===== src/rtl/regfile.sv =====
// regfile: 2**ADDR_WIDTH x DATA_WIDTH register file, entry 0 reads as zero.
// Ports: clk, rst_n (async low), ra1/ra2 -> rd1/rd2 (comb), wa/we/wd (sync write).
module regfile #(
  parameter int DATA_WIDTH = 32,
  parameter int ADDR_WIDTH = 6,
  parameter int BYPASS     = 0
) (
  input  logic                  clk,
  input  logic                  rst_n,
  input  logic [ADDR_WIDTH-1:0] ra1,
  input  logic [ADDR_WIDTH-1:0] ra2,
  input  logic [ADDR_WIDTH-1:0] wa,
  input  logic                  we,
  input  logic [DATA_WIDTH-1:0] wd,
  output logic [DATA_WIDTH-1:0] rd1,
  output logic [DATA_WIDTH-1:0] rd2
);

  localparam int DEPTH  = 1 << ADDR_WIDTH;
  localparam bit LP_BYP = (BYPASS != 0);

  logic [DATA_WIDTH-1:0] r_mem [DEPTH];

  logic w_wr;
  logic w_fwd1;
  logic w_fwd2;

  // Entry 0 is never written, so reset alone keeps it at zero.
  assign w_wr = we && (wa != '0);

  always_ff @(posedge clk or negedge rst_n) begin
    if (!rst_n) begin
      for (int i = 0; i < DEPTH; i++) begin
        r_mem[i] <= '0;
      end
    end else if (w_wr) begin
      r_mem[wa] <= wd;
    end
  end

  // Forwarding is suppressed in reset so reads stay zero.
  assign w_fwd1 = LP_BYP && rst_n && w_wr && (ra1 == wa);
  assign w_fwd2 = LP_BYP && rst_n && w_wr && (ra2 == wa);

  always_comb begin
    rd1 = r_mem[ra1];
    if (ra1 == '0) rd1 = '0;
    if (w_fwd1) rd1 = wd;
  end

  always_comb begin
    rd2 = r_mem[ra2];
    if (ra2 == '0) rd2 = '0;
    if (w_fwd2) rd2 = wd;
  end

endmodule


===== config.mk =====
export PLATFORM = sky130hd
export DESIGN_NAME = regfile
export DESIGN_NICKNAME = d
export VERILOG_FILES = /design/src/rtl/regfile.sv
export SDC_FILE = /design/constraint.sdc
export NUM_CORES = 2
export LEC_CHECK = 0
export BUFFER_PORTS_ARGS = -buffer_cell sky130_fd_sc_hd__buf_4
export CAP_MARGIN = 0
export CORE_ASPECT_RATIO = 1.4
export CORE_MARGIN = 3
export CORE_UTILIZATION = 50
export CTS_BUF_LIST = sky130_fd_sc_hd__clkbuf_4 sky130_fd_sc_hd__clkbuf_8
export CTS_CLUSTER_SIZE = 20
export DETAILED_ROUTE_END_ITERATION = 16
export GPL_TIMING_DRIVEN = 0
export MAX_ROUTING_LAYER = met4
export PLACE_DENSITY = 0.65
export SETUP_SLACK_MARGIN = 0.5
export SLEW_MARGIN = 20
export SYNTH_ARGS = -nofsm -noshare
export SYNTH_HDL_FRONTEND = slang
export SYNTH_SLANG_ARGS = --single-unit

===== constraint.sdc =====
create_clock -name clk -period 3.47 [get_ports clk]
set_input_delay 0.8675 -clock clk [delete_from_list [all_inputs] [get_ports clk]]
set_output_delay 0.8675 -clock clk [all_outputs]
set_load 0.02 [all_outputs]

==> reports/qor.yml <==
sta:
  hold_ws_ps: 482
  period_share: 1.27
  slew_violations: 0
  setup-tns-final_ps: -44640
  worst_slew_pin_slew_ps: 1240
  slew_headroom: 0.175
  final-setup-viol-count: 64
  max_freq_mhz: 228
  hold_viol: 0
  rsz0062_at_grt: "yes"
  finalCriticalPeriod_ps: 4390
  fin_ws_ps: -923
  final.setup_skew_ps: 0
final_layout:
  drive_above_1_share: 0.629
  fin_cells: 10900
  nets: 7832
  syn_to_final_growth_pct: 22.3
  top_register: "r_mem"
  stdcell_area_um2: 133000
  fillCellCount: 16200
  reg.largest.list: "r_mem x2048"
  largest_register_ffs: 2048
  finish.utilization: 0.616
floorplanning:
  core_um2: 217000
  num_rows: 202
  fp.dieArea_um2: 224000
  ios: 117
  start_util: 0.504
  die_h_um: 559
  die-width_um: 401
synthesis:
  synthCells: 6989
  synth_cell_type_count: 43
  yosysTopAreaCellShare: 0.470
  synthTopCellsByArea: "dfrtp_1 (47%), mux4_2 (23%), mux2_2 (21%), mux2i_1 (1.6%), buf_2 (1.3%)"
  synth_top_cell_by_area: "dfrtp_1"
  synth_area_um2: 109000
  synth-seq-cells: 2048
  seq_area_frac_synth: 0.470
  syn_nets: 7042
  async_flop_share: 1.00
  ys.warnings.count: 0
  avgSynthCellArea_um2: 15.6
  ys.flop_type: "dfrtp_1"
  synth_edf_count: 0
drt:
  vias: 77600
  final_antenna_net_count: 0
  wl_per_cell_um: 46.4
  drc_errors: 0
  viasPerCell: 7.10
  wl_um: 507000
  drtIter0Drc: 9318
  drt-pass1-iter-count: 8
critical_path:
  cp.required_ps: 2600
  path_buf_inv: 7
  crit_top_cell: "buf_16"
  worstSetupStartpointType: "input port"
  crit_family: "buffers and inverters"
  cp_num_cells: 11
  path_cells: "buf_16, buf_16, buf_16, buf_16, buf_12, buf_12, mux4_2, mux4_2, nand2_2, nand4_1, buf_4"
  path_class: "in -> out"
  cp_max_fo: 6
  rr_worst_depth: 2
  slowest_delay_ps: 500
  slowest_stage: "mux4_2"
  crit_arrival_ps: 3530
  worstSetupEndpointType: "output port"
global_routing:
  grt_usage: 0.460
  grt_pass1_wl_um: 669000
  first_global_vias: 78300
  antenna_found_initial: 27
  gr-total-overflow: 0
  grt_max_degree: 154
placement:
  port_buffers: 76
  place_ws_ps: -2650
  gp_congestion: 1.06
  place_area_um2: 115000
  hpwl_um: 373000
  placed_cells: 9951
clocking:
  cts.sinks: 2048
  numCtsBuffers: 342
  clockBufferDepth: 4
  htreeDepth: 5
  clk_latency_ps: 1030
  tritoncts: "done"
  clk_pin_slew_ps: 60
  root_buffer: "clkbuf_8"
power_and_ir_drop:
  powerDensity_nw_per_um2: 513
  pwr-share-clk: 0.348
  combPwrFrac: 0.221
  intPower_mw: 47.7
  p_leak_nw: 58.4
  share_seq_of_total_power: 0.430
  peakVddDrop_v: 0.000327
  switching_share: 0.303
  power.total_mw: 68.4
  p_sw_mw: 20.7
status:
  violations: "negative setup slack"
  status: "complete, but fails checks"
hold_path:
  hold_path_depth: 1
  hp-class: "reg -> reg"
flow_run:
  drv_cap: 0
[power groups by stage]
stage / Combinational, mW / Sequential (mW) / Clock, mW
floorplan: 8.39 / 28.8 / 0
global route: 15.5 / 29.7 / 24.8
global placement: 12.4 / 29.4 / 0
CTS: 14.2 / 29.3 / 23.8
detailed placement: 12.8 / 29.7 / 0
finish: 15.1 / 29.5 / 23.8
[metal layers]
| layer | up-vias | share of wire | routed length (um) | GRT usage |
|---|---|---|---|---|
| met2 | 5312 | 0.44 | 224000 | 0.663 |
| met4 | 0 | 0.12 | 60300 | 0.428 |
| li1 | 28800 | - | - | - |
| met3 | 1849 | 0.10 | 52500 | 0.128 |
| met5 | - | 0 | 0 | - |
| met1 | 41600 | 0.34 | 170000 | 0.519 |
[cells by family (layout without fill, tap and decap cells)]
logic type             Yosys count  in the layout  synth area share
muxes                         3320           3320             0.454
DFF                           2048           2048             0.470
and+or+nand+nor                455            455            0.0183
buffers and inverters          812           1865            0.0347
other                            0             24                 0
AOI/OAI and AO/OA              354            354            0.0227
[synthesized netlist by cell type, types with 17 or more instances]
library cell / n
dfrtp_1: 2048
mux2_2: 2044
mux4_2: 1100
clkbuf_1: 348
buf_2: 292
nand2_1: 221
mux2i_1: 176
nor2_1: 109
buf_1: 89
o221ai_1: 71
buf_4: 55
a21oi_1: 49
o21ai_0: 49
a31oi_1: 36
a221oi_1: 33
a211oi_1: 25
nand2b_1: 22
a22oi_1: 21
buf_6: 21
nand4_1: 21
o21ai_1: 19
nor3_1: 18
o22ai_1: 18
nand3_1: 17
[what timing repair did]
item,CTS,global route
setup buffers,211,98
gates cloned,14,14
resized for setup,1100,347
pin swaps,75,98
hold endpoints to repair,56,142
hold buffers,2,1
setup endpoints to repair,641,1003
[final timing paths]
check | start | end | slack (ps)
setup / recovery | ra2[1] | rd2[2] | -920
hold / removal | r_mem[2020]$_DFFE_PN0P_ | r_mem[2020]$_DFFE_PN0P_ | 480
max in group asynchronous | rst_n | r_mem[536]$_DFFE_PN0P_ | 130
min in group asynchronous | rst_n | r_mem[1890]$_DFFE_PN0P_ | 650
setup reg to reg | r_mem[529]$_DFFE_PN0P_ | r_mem[529]$_DFFE_PN0P_ | 2570
hold reg to reg | r_mem[2020]$_DFFE_PN0P_ | r_mem[2020]$_DFFE_PN0P_ | 480
[cell usage in the layout (no fill, tap or decap), drive strengths merged, types with 47 or more instances in the layout]
cell type,Yosys,final
a21oi,49,49
buf,457,886
clkbuf,350,898
clkinv,2,47
dfrtp,2048,2048
mux2,2044,2044
mux2i,176,176
mux4,1100,1100
nand2,221,221
nor2,110,110
o21ai,68,68
o221ai,71,71
[cell type report]
| class | instances | area (um^2) | area share |
|---|---|---|---|
| Multi-Input combinational cell | 4129 | 57200 | 0.429 |
| Sequential cell | 2048 | 51200 | 0.384 |
| Buffer | 807 | 8050 | 0.0604 |
| Clock buffer | 540 | 6760 | 0.0507 |
| Timing Repair Buffer | 446 | 5840 | 0.0438 |
| Tap cell | 2856 | 3570 | 0.0268 |
| Clock inverter | 67 | 583 | 0.00437 |
| Antenna cell | 24 | 60.1 | 0.000450 |
| Inverter | 5 | 28.8 | 0.000216 |
Power figures use the tool's default switching activity.
